$ cat src/rtl/binary_decoder_stream.sv
// Registered binary-to-N-line decoder (one-hot or thermometer) with valid/ready on both sides.
// A main output register plus one skid entry gives full throughput under backpressure.
module binary_decoder_stream #(
    parameter int IN_W       = 3,
    parameter int OUT_N      = 8,
    parameter int THERMO     = 0,
    parameter int ACTIVE_LOW = 0
) (
    input  logic             clk,
    input  logic             reset,
    input  logic             in_valid,
    output logic             in_ready,
    input  logic [IN_W-1:0]  in,
    output logic             out_valid,
    input  logic             out_ready,
    output logic [OUT_N-1:0] out,
    output logic             out_err
);

    localparam logic [OUT_N-1:0] IDLE = {OUT_N{1'(ACTIVE_LOW != 0)}};

    function automatic logic code_err(input logic [IN_W-1:0] c);
        return int'(c) >= OUT_N;
    endfunction

    // Stored words already carry the output polarity, so out is driven straight from a flop.
    function automatic logic [OUT_N-1:0] decode(input logic [IN_W-1:0] c);
        logic [OUT_N-1:0] w;
        w = '0;
        for (int k = 0; k < OUT_N; k++) begin
            if (THERMO != 0) w[k] = (k <= int'(c));
            else             w[k] = (k == int'(c));
        end
        if (code_err(c)) w = '0;
        if (ACTIVE_LOW != 0) w = ~w;
        return w;
    endfunction

    logic             main_vld_q, main_vld_d;
    logic [OUT_N-1:0] main_word_q, main_word_d;
    logic             main_err_q, main_err_d;
    logic             skid_vld_q, skid_vld_d;
    logic [OUT_N-1:0] skid_word_q, skid_word_d;
    logic             skid_err_q, skid_err_d;
    logic             in_ready_q;
    logic             accept;
    logic             drain;

    assign accept = in_valid && in_ready_q;
    assign drain  = main_vld_q && out_ready;

    always_comb begin
        main_vld_d  = main_vld_q;
        main_word_d = main_word_q;
        main_err_d  = main_err_q;
        skid_vld_d  = skid_vld_q;
        skid_word_d = skid_word_q;
        skid_err_d  = skid_err_q;
        if (skid_vld_q) begin
            // in_ready is low here, so only a drain can move things along.
            if (drain) begin
                main_word_d = skid_word_q;
                main_err_d  = skid_err_q;
                skid_vld_d  = 1'b0;
            end
        end else if (accept && (!main_vld_q || drain)) begin
            main_vld_d  = 1'b1;
            main_word_d = decode(in);
            main_err_d  = code_err(in);
        end else if (accept) begin
            skid_vld_d  = 1'b1;
            skid_word_d = decode(in);
            skid_err_d  = code_err(in);
        end else if (drain) begin
            main_vld_d = 1'b0;
        end
    end

    always_ff @(posedge clk or negedge reset) begin
        if (!reset) begin
            main_vld_q  <= 1'b0;
            main_word_q <= IDLE;
            main_err_q  <= 1'b0;
            skid_vld_q  <= 1'b0;
            in_ready_q  <= 1'b1;
        end else begin
            main_vld_q  <= main_vld_d;
            main_word_q <= main_word_d;
            main_err_q  <= main_err_d;
            skid_vld_q  <= skid_vld_d;
            in_ready_q  <= !skid_vld_d;
        end
    end

    // Skid payload is only read while skid_vld_q is set, so it needs no reset.
    always_ff @(posedge clk) begin
        skid_word_q <= skid_word_d;
        skid_err_q  <= skid_err_d;
    end

    assign in_ready  = in_ready_q;
    assign out_valid = main_vld_q;
    assign out       = main_word_q;
    assign out_err   = main_err_q;

endmodule

$ cat config.mk
export PLATFORM = sky130hd
export DESIGN_NAME = binary_decoder_stream
export DESIGN_NICKNAME = d
export VERILOG_FILES = /design/src/rtl/binary_decoder_stream.sv
export SDC_FILE = /design/constraint.sdc
export NUM_CORES = 1
export LEC_CHECK = 0
export BUFFER_PORTS_ARGS = -buffer_cell sky130_fd_sc_hd__buf_2
export CELL_PAD_IN_SITES_DETAIL_PLACEMENT = 0
export CELL_PAD_IN_SITES_GLOBAL_PLACEMENT = 1
export CORE_MARGIN = 3
export CORE_UTILIZATION = 37
export DETAILED_ROUTE_END_ITERATION = 10
export PLACE_DENSITY = 0.78
export SKIP_CTS_REPAIR_TIMING = 1
export SKIP_LAST_GASP = 1
export SLEW_MARGIN = 10
export SYNTH_ARGS = -nofsm -noshare
export SYNTH_HDL_FRONTEND = slang
export SYNTH_SLANG_ARGS = --single-unit
export TNS_END_PERCENT = 50
$ cat constraint.sdc
create_clock -name clk -period 2.07 [get_ports clk]
set_clock_uncertainty 0.05 [all_clocks]
set_input_delay 0.414 -clock clk [delete_from_list [all_inputs] [get_ports clk]]
set_output_delay 0.414 -clock clk [all_outputs]
set_load 0.02 [all_outputs]
==> results of run 1 <==
==> worst max path at each step <==
stage	from	to	slack (ns)	cells past startpoint
floorplan	in_ready	skid_word_q[0]	0.28	2
global placement	out_ready	out[6]	0.56	4
detailed placement	out_ready	out[4]	0.53	4
CTS	out_valid	out[4]	0.54	3
global route	skid_vld_q	out[6]	0.49	4
finish	out_valid	out[4]	0.57	3
==> per-layer routing <==
metal | vias up | track usage | routed length (um)
li1 | 272 | - | -
met1 | 254 | 0.1661 | 736
met2 | 15 | 0.1892 | 731
met3 | 0 | 0.02725 | 94
met4 | 0 | 0.04979 | 0
met5 | - | 0 | 0
==> metrics by stage <==
stage	power (W)	setup slack, ns	cells	hold WS, ns
final	0.001238	0.5719	112	0.3918
after detailed placement	0.001068	0.5347	107	0.2495
after global routing	0.001313	0.4850	112	0.4147
after CTS	0.001254	0.5420	111	-0.07870
after global placement	0.001057	0.5552	107	0.2459
after floorplan	0.0009359	0.2786	66	0.06841
==> report_power, final <==
part / switching, W / internal [W] / total [W] / leakage [nW]
logic: 0.000282 / 0.000226 / 0.000508 / 0.228
registers: 0.0000461 / 0.000498 / 0.000544 / 0.214
clock network: 0.000112 / 0.0000749 / 0.000187 / 0.0150
total: 0.000440 / 0.000799 / 0.00124 / 0.458
==> area by class of cell <==
cell class | instances | area (um2) | share of cell area
flip-flops and latches | 19 | 516.7 | 0.5118
inverters | 2 | 7.507 | 0.007435
multi-input cells | 41 | 320.3 | 0.3172
well taps | 27 | 33.78 | 0.03346
clock buffers | 4 | 26.28 | 0.02602
repair buffers | 19 | 105.1 | 0.1041
==> flip-flops by register name (all words and copies together) (netlist names) <==
| register | flops |
|---|---|
| out | 8 |
| in_ready | 1 |
| skid_word_q | 8 |
| out_valid | 1 |
| skid_vld_q | 1 |
==> worst min-delay path, stage by stage <==
cell	delay, ns
buf_2	0.10
nand2_1	0.09
o21ai_0	0.08
==> cell usage in the layout, fill, tap and decap left out, drive strengths merged <==
| cell | n |
|---|---|
| dlygate4sd3 | 1 |
| a21oi | 3 |
| buf | 18 |
| inv | 2 |
| nor4b | 1 |
| a21o | 1 |
| a22o | 4 |
| and3b | 1 |
| o31ai | 1 |
| nor2 | 3 |
| conb | 1 |
| and3 | 1 |
| nand2 | 4 |
| nor3 | 1 |
| mux2 | 9 |
| mux2i | 2 |
| edfxtp | 8 |
| nor3b | 1 |
| and2 | 2 |
| clkbuf | 4 |
| nor2b | 3 |
| or2 | 1 |
| o21ai | 2 |
| dfstp | 1 |
| dfrtp | 10 |
==> logic make-up after synthesis <==
family,synth area share
AO/OA/AOI/OAI,0.09958
multiplexers,0.1400
AND/OR/NAND/NOR,0.1183
other,0.004325
flip-flops,0.5960
buffers and inverters,0.04185
==> results.md, run 1 <==
- Nature of the critical path startpoint: flop
- Synth area leaders: dfrtp_1, edfxtp_1, mux2_2
- CP top delay family: flip-flops
- Max-slew violation total from the final report: 0
- Synth top area share: 0.2886
- WHS Endpoint: out_valid
- Hold Path Stages: 3
- Critical path buffers and inverters: 0
- I/O Buffers: 16
- Reg2reg end: out[4]
- Leak pwr: between 0.4 and 0.5 nW
- Core Rows: 16
- CTS clk-pin slew, worst paths: approximately 0.11 ns
- Main synth FF type: dfrtp_1
- DP HPWL: ~1.1 mm
- Reg-to-reg critical path startpoint: out_valid
- Final setup vio count: 0
- Synth area leader: dfrtp_1
- Post-layout util: 0.4850
- Max Clk Rate: about 670 MHz
- Starting Density: 0.4165
- Chip Height: between 50 and 60 um
- Final net count: 93
- Warning count from the yosys run: 0
- Worst skew pair latency: 0.29 ns
- DIE AREA: roughly 3000 um2
- Area growth, synth to finish: 16.45%
- GPL Wtd Cong: 0.6820
- Largest net degree at the start of global routing: 18
- Fillers: 200
- Unrepaired setup endpoints after global routing: no
- CP Class: reg -> reg
- First-pass GRT wire length: between 2 and 3 mm
- Top-count cell post-synth: dfrtp_1
- Die Wd: around 54 um
- Critical hold path startpoint: in_valid
- Antenna violations before repair: 0
- Final Hold Fails: 0
- Vias per std cell: just under 5
- Grt ovf: 0
- DP Area: a little under 1000 um2
- Synth top cells by count: dfrtp_1, mux2_2, edfxtp_1
- EDFF count, synth: 8
- Hold Crit Class: in -> reg
- IO Pins: 18
- Final period utilization: 0.7237
- PwrDens: 1226 nW/um2
- Post-route DRC: 0
- R2R setup slack: roughly 0.57 ns
- Crit path max-delay cell type: dfrtp_1
- Avg Synthesized Cell Area: around 13 um2
- CTS tree: built
- # diodes: 0
- Worst-path fanout max: 8
- Critical path cell sequence: or2_4 > a21oi_4 > mux2_2
- Outcome: complete, no violations
- Clk buf depth: 2
- Seq/Total Area, Yosys: 0.5960
- H-Tree Depth: 1
- Required @ worst endpoint: between 2 and 2.5 ns
- Arr. time, crit path: roughly 1.6 ns
- Design Area, Final: 1010 um2
- Routed WL: between 1.5 and 2 mm
- GR Util All Layers: 0.1227
- Asr flop ratio synth: 0.5789
- WL per Instance: approximately 14 um
- Total CTS buffers: 3
- # Max-Cap Violations: 0
- Register bit total from synthesis: 19
- Vias in the first global route: ~570
- Critical path endpoint category: flop
- Maximum vdd drop: around 0.00047 V
- Core area: around 2100 um2
- Syn Inst Count: 66
- Pre-antenna DRT Iters: 4
- Antenna-violating nets left: 0
- Reg2Reg Depth: 3
- Clock root buffer: clkbuf_4
- Tmin final: approximately 1.5 ns
- Clock sinks: 19
- Cell area after synthesis: 867.1 um2
- Setup TNS: 0 ns
- Post-Syn Nets: 73
- Synth cell types: 26
- Crit path largest cell delay: approximately 0.42 ns
- Layout cells sized above 1: 0.4000
- Drt first-iter violations: 13
- Routed vias: about 540
(Power assumes the default switching activity.)
==> inputs of run 2 (changes only) <==
Settings changed: CORE_UTILIZATION 37 to 41, PLACE_DENSITY 0.78 to 0.81.
Clock period 2.07 ns to 1.6 ns, I/O delays scaled along.
==> run 2 against run 1 <==
Count of clock-buffer cells in the layout is 1 lower. Power is 32% higher. Wire length fell by 8.1%. Critical path type unchanged.
==> results.md, run 2 (synthesized netlist as in run 1, its figures left out) <==
- Crit path largest cell delay: 0.37 ns (was 0.42 ns)
- Area of the multi-input gates: 329.1 um2 (was 320.3 um2)
- Power, Total: 0.001632 W (was 0.001238 W)
- Post-layout util: 0.5183 (was 0.4850)
- Clock sinks: 19 (unchanged)
- Setup TNS: 0 ns (unchanged)
- I/O Buffers: 16 (unchanged)
- Max Clk Rate: 657.7 MHz (was 667.5 MHz)
- # Max-Cap Violations: 0 (unchanged)
- Critical path cell sequence: buf_4 > a21oi_1 > a21oi_4 > mux2_2 (was or2_4 > a21oi_4 > mux2_2)
- First-pass GRT wire length: 2.477 mm (was 2.580 mm)
- H-Tree Depth: 1 (unchanged)
- Grt ovf: 0 (unchanged)
- Required @ worst endpoint: 1.74 ns (was 2.21 ns)
- Core area: 1982 um2 (was 2082 um2)
- Commonest non-fill, non-tap cell in the layout: buf_2 (unchanged)
- Design Area, Final: 1027 um2 (was 1010 um2)
- DP Area: 982.2 um2 (was 973.4 um2)
- GR Util All Layers: 0.1299 (was 0.1227)
- Crit path max-delay cell type: dfrtp_1 (unchanged)
- IO Pins: 18 (unchanged)
- Fillers: 181 (was 200)
- Drt first-iter violations: 0 (was 13)
- CTS clk-pin slew, worst paths: 0.11 ns (about the same)
- Post-route DRC: 0 (unchanged)
- Maximum vdd drop: 0.0007231 V (was 0.0004723 V)
- Tmin final: 1.521 ns (was 1.498 ns)
- Clk buf depth: 2 (unchanged)
- Hold Crit Class: in -> reg (unchanged)
- Arr. time, crit path: 1.66 ns (was 1.64 ns)
- Critical path endpoint category: flop (unchanged)
- WL per Instance: 12.69 um (was 13.94 um)
- Worst skew pair latency: 0.29 ns (about the same)
- Vias in the first global route: 558 (was 572)
- PwrDens: 1589 nW/um2 (was 1226 nW/um2)
- Post-Layout Cell Count: 113 (was 112)
- Area growth, synth to finish: 18.47% (was 16.45%)
- Max-slew violation total from the final report: 0 (unchanged)
- Most frequent cells in the layout: buf_2, dfrtp_1, mux2_2 (unchanged)
- Starting Density: 0.4375 (was 0.4165)
- Clock root buffer: clkbuf_4 (unchanged)
- Register area: 516.7 um2 (unchanged)
- Die Wd: 51.99 um (was 54.41 um)
- Final Hold Fails: 0 (unchanged)
- Final net count: 94 (was 93)
- Critical path buffers and inverters: 1 (was 0)
- Outcome: complete, no violations (unchanged)
- DP HPWL: 1.030 mm (was 1.111 mm)
- Final period utilization: 0.9503 (was 0.7237)
- Final setup vio count: 0 (unchanged)
- Total CTS buffers: 3 (unchanged)
- # diodes: 0 (unchanged)
- CTS tree: built (unchanged)
- CP top delay family: compound AO/OA/AOI/OAI gates (was flip-flops)
- DIE AREA: 2702 um2 (was 2960 um2)
- Largest net degree at the start of global routing: 18 (unchanged)
- Core Rows: 16 (unchanged)
- Routed vias: 542 (was 541)
- Layout cells sized above 1: 0.4186 (was 0.4000)
- Cells after DPL: 107 (unchanged)
- GPL Wtd Cong: 0.6722 (was 0.6820)
- Leak pwr: 0.4706 nW (was 0.4578 nW)
- Antenna-violating nets left: 0 (unchanged)
- Routed WL: 1.434 mm (was 1.561 mm)
- Nature of the critical path startpoint: flop (unchanged)
- Unrepaired setup endpoints after global routing: no (unchanged)
- Worst-path fanout max: 17 (was 8)
- Antenna violations before repair: 0 (unchanged)
- Pre-antenna DRT Iters: 1 (was 4)
- Vias per std cell: 4.796 (was 4.830)
- CP Class: reg -> reg (unchanged)
- Chip Height: 51.99 um (was 54.41 um)
run 2: cell count changes in the layout (fill, tap and decap cells not counted):
cell / previous run / this run
buf_4: 2 / 3
clkbuf_1: 1 / 0
clkinv_2: 0 / 1
nor4b_2: 1 / 0
nor4b_4: 0 / 1
run 2: metal layers:
layer	track usage	up-vias	part of all wire
met2	0.1967	10	0.47
li1	-	273	-
met4	0.09170	0	0.016
met1	0.1582	257	0.48
met3	0.03438	2	0.038
met5	0	-	0
run 2: where the power goes:
| part | internal [W] | total (W) | switching [W] |
|---|---|---|---|
| Clock | 0.0000930 | 0.000242 | 0.000149 |
| Combinational | 0.000314 | 0.000686 | 0.000373 |
| Sequential | 0.000644 | 0.000703 | 0.0000595 |
run 2: layout make-up:
type | count | area share
clock buffer | 3 | 0.02192
timing repair buffer | 20 | 0.1096
clock inverter | 1 | 0.004872
multi-input combinational | 41 | 0.3203
inverter | 2 | 0.007308
tap | 27 | 0.03289
sequential | 19 | 0.5030
run 2: through the flow:
stage               worst slack [ns]  hold slack (ns)
finish                       0.07946           0.3193
CTS                          0.06550          -0.1813
global placement              0.1102           0.1542
detailed placement           0.06931           0.1608
global route                0.009239           0.3140
floorplan                    0.02938         -0.02559
run 2: worst paths after layout:
kind                             from   endpoint  slack, ns  cells after the start
hold / removal              out_ready  out_valid       0.32                      4
max in group asynchronous       reset   in_ready       0.88                      2
hold reg to reg                out[6]     out[6]       0.46                      1
setup / recovery           skid_vld_q     out[7]       0.08                      4
min in group asynchronous       reset     out[0]       0.36                      2
setup reg to reg           skid_vld_q     out[7]       0.08                      4
run 2: worst reg2reg max path: cells and delay by family (launching register included):
| family | cells | cell delay (ns) |
|---|---|---|
| AOI/OAI and AO/OA | 2 | 0.39 |
| muxes | 1 | 0.38 |
| DFF | 1 | 0.37 |
| buffers and inverters | 1 | 0.24 |
==> inputs of run 3 (changes only) <==
Clock period 1.6 ns to 1.4 ns, I/O delays scaled along.
==> run 3 against run 2 <==
Global-route usage increased by 0.31 points. Power increased by 27%. First-iteration DRC count is 8 higher. The flow now finishes with violations (negative setup slack). Via count is 7.4% higher. Combinational power up 45%. Largest power group is now combinational logic. Count of clock-buffer cells in the layout is 1 higher. Critical path depth unchanged. Flip-flop and latch count unchanged. Setup slack got worse by 0.088 ns.
==> results.md, run 3 (synthesized netlist as in run 1, its figures left out) <==
- Final net count: 97 (was 94)
- Outcome: finished, violations left (was complete, no violations)
- I/O Buffers: 16 (unchanged)
- PwrDens: 1886 nW/um2 (was 1589 nW/um2)
- Layout cells sized above 1: 0.4494 (was 0.4186)
- Arr. time, crit path: 1.54 ns (was 1.66 ns)
- Vias in the first global route: 534 (was 558)
- Tmin final: 1.409 ns (was 1.521 ns)
- Vias per std cell: 5.017 (was 4.796)
- Antenna-violating nets left: 0 (unchanged)
- Starting Density: 0.4375 (unchanged)
- GR Util All Layers: 0.1329 (was 0.1299)
- WL per Instance: 13.78 um (was 12.69 um)
- DP HPWL: 1.128 mm (was 1.030 mm)
- CTS clk-pin slew, worst paths: 0.10 ns (was 0.11 ns)
- Grt ovf: 0 (unchanged)
- Max Clk Rate: 709.9 MHz (was 657.7 MHz)
- Routed vias: 582 (was 542)
- Post-route DRC: 0 (unchanged)
- Largest net degree at the start of global routing: 13 (was 18)
- Area growth, synth to finish: 26.98% (was 18.47%)
- Routed WL: 1.598 mm (was 1.434 mm)
- Total CTS buffers: 3 (unchanged)
- CP Class: reg -> reg (unchanged)
- Die Wd: 51.99 um (unchanged)
- Antenna violations before repair: 0 (unchanged)
- First-pass GRT wire length: 2.546 mm (was 2.477 mm)
- CTS tree: built (unchanged)
- Required @ worst endpoint: 1.53 ns (was 1.74 ns)
- Critical path endpoint category: flop (unchanged)
- Setup ws final: -0.008685 ns (was 0.07946 ns)
- Core Rows: 16 (unchanged)
- Clk buf depth: 2 (unchanged)
- Clock root buffer: clkbuf_4 (unchanged)
- H-Tree Depth: 1 (unchanged)
- # Max-Cap Violations: 0 (unchanged)
- Worst-path fanout max: 8 (was 17)
- Final period utilization: 1.006 (was 0.9503)
- Clock sinks: 19 (unchanged)
- Core area: 1982 um2 (unchanged)
- DIE AREA: 2702 um2 (unchanged)
- IO Pins: 18 (unchanged)
- Maximum vdd drop: 0.0009990 V (was 0.0007231 V)
- Pre-antenna DRT Iters: 4 (was 1)
- Chip Height: 51.99 um (unchanged)
- Hold Crit Class: in -> reg (unchanged)
- Most frequent cells in the layout: buf_2, dfrtp_1, edfxtp_1 (was buf_2, dfrtp_1, mux2_2)
- Nature of the critical path startpoint: flop (unchanged)
- Final setup vio count: 7 (was 0)
- Setup WS pre-CTS: -0.05666 ns (was 0.06931 ns)
- Leak pwr: 0.5069 nW (was 0.4706 nW)
- Failing checks: negative setup slack
- # diodes: 0 (unchanged)
- Hold WS: 0.2643 ns (was 0.3193 ns)
- Commonest non-fill, non-tap cell in the layout: buf_2 (unchanged)
- Worst skew pair latency: 0.29 ns (about the same)
- Max-slew violation total from the final report: 0 (unchanged)
- Drt first-iter violations: 8 (was 0)
- GPL Wtd Cong: 0.7166 (was 0.6722)
- Unrepaired setup endpoints after global routing: yes (was no)
- Final Hold Fails: 0 (unchanged)
- Setup TNS: -0.03582 ns (was 0 ns)
==> run 3: worst max-delay path, cell delays in order (launching register included) <==
cell and delay, ns:
dfrtp_1 0.41, or2_4 0.26, a21oi_4 0.14, buf_12 0.15, mux2_4 0.30
==> run 3: final timing paths <==
| check | start | endpoint | slack (ns) | cells after the start |
|---|---|---|---|---|
| setup reg to reg | out_valid | out[7] | -0.009 | 4 |
| hold reg to reg | out[4] | out[4] | 0.46 | 1 |
| setup / recovery | out_valid | out[7] | -0.009 | 4 |
| max in group asynchronous | reset | in_ready | 0.71 | 2 |
| hold / removal | in_valid | out_valid | 0.26 | 3 |
| min in group asynchronous | reset | out[3] | 0.33 | 2 |
==> run 3: area by class of cell <==
type	count	area [um2]
sequential	19	516.7
timing repair buffer	23	155.1
clock buffer	4	26.28
multi-input combinational	41	361.6
inverter	2	7.507
fill	184	880.8
tap	27	33.78
==> run 3: power by group <==
part	switching, W	internal (W)
Clock	0.000159	0.000111
Combinational	0.000475	0.000521
Sequential	0.0000742	0.000737
==> run 3: routing by layer <==
metal / up-vias / part of all wire / track usage
li1: 283 / - / -
met2: 10 / 0.48 / 0.1904
met1: 287 / 0.48 / 0.1845
met3: 2 / 0.032 / 0.02579
met5: - / 0 / 0
met4: 0 / 0.011 / 0.07860
==> run 3: metrics by stage <==
stage	area, um2	util	total power, W	std cells
6_report	1101	0.5556	0.002077	116
3_5_place_dp	1007	0.5082	0.001649	110
5_1_grt	1101	0.5556	0.002216	116
4_1_cts	1033	0.5215	0.001927	114
3_3_place_gp	1007	0.5082	0.001633	110
2_1_floorplan	884.6	-	0.001401	66
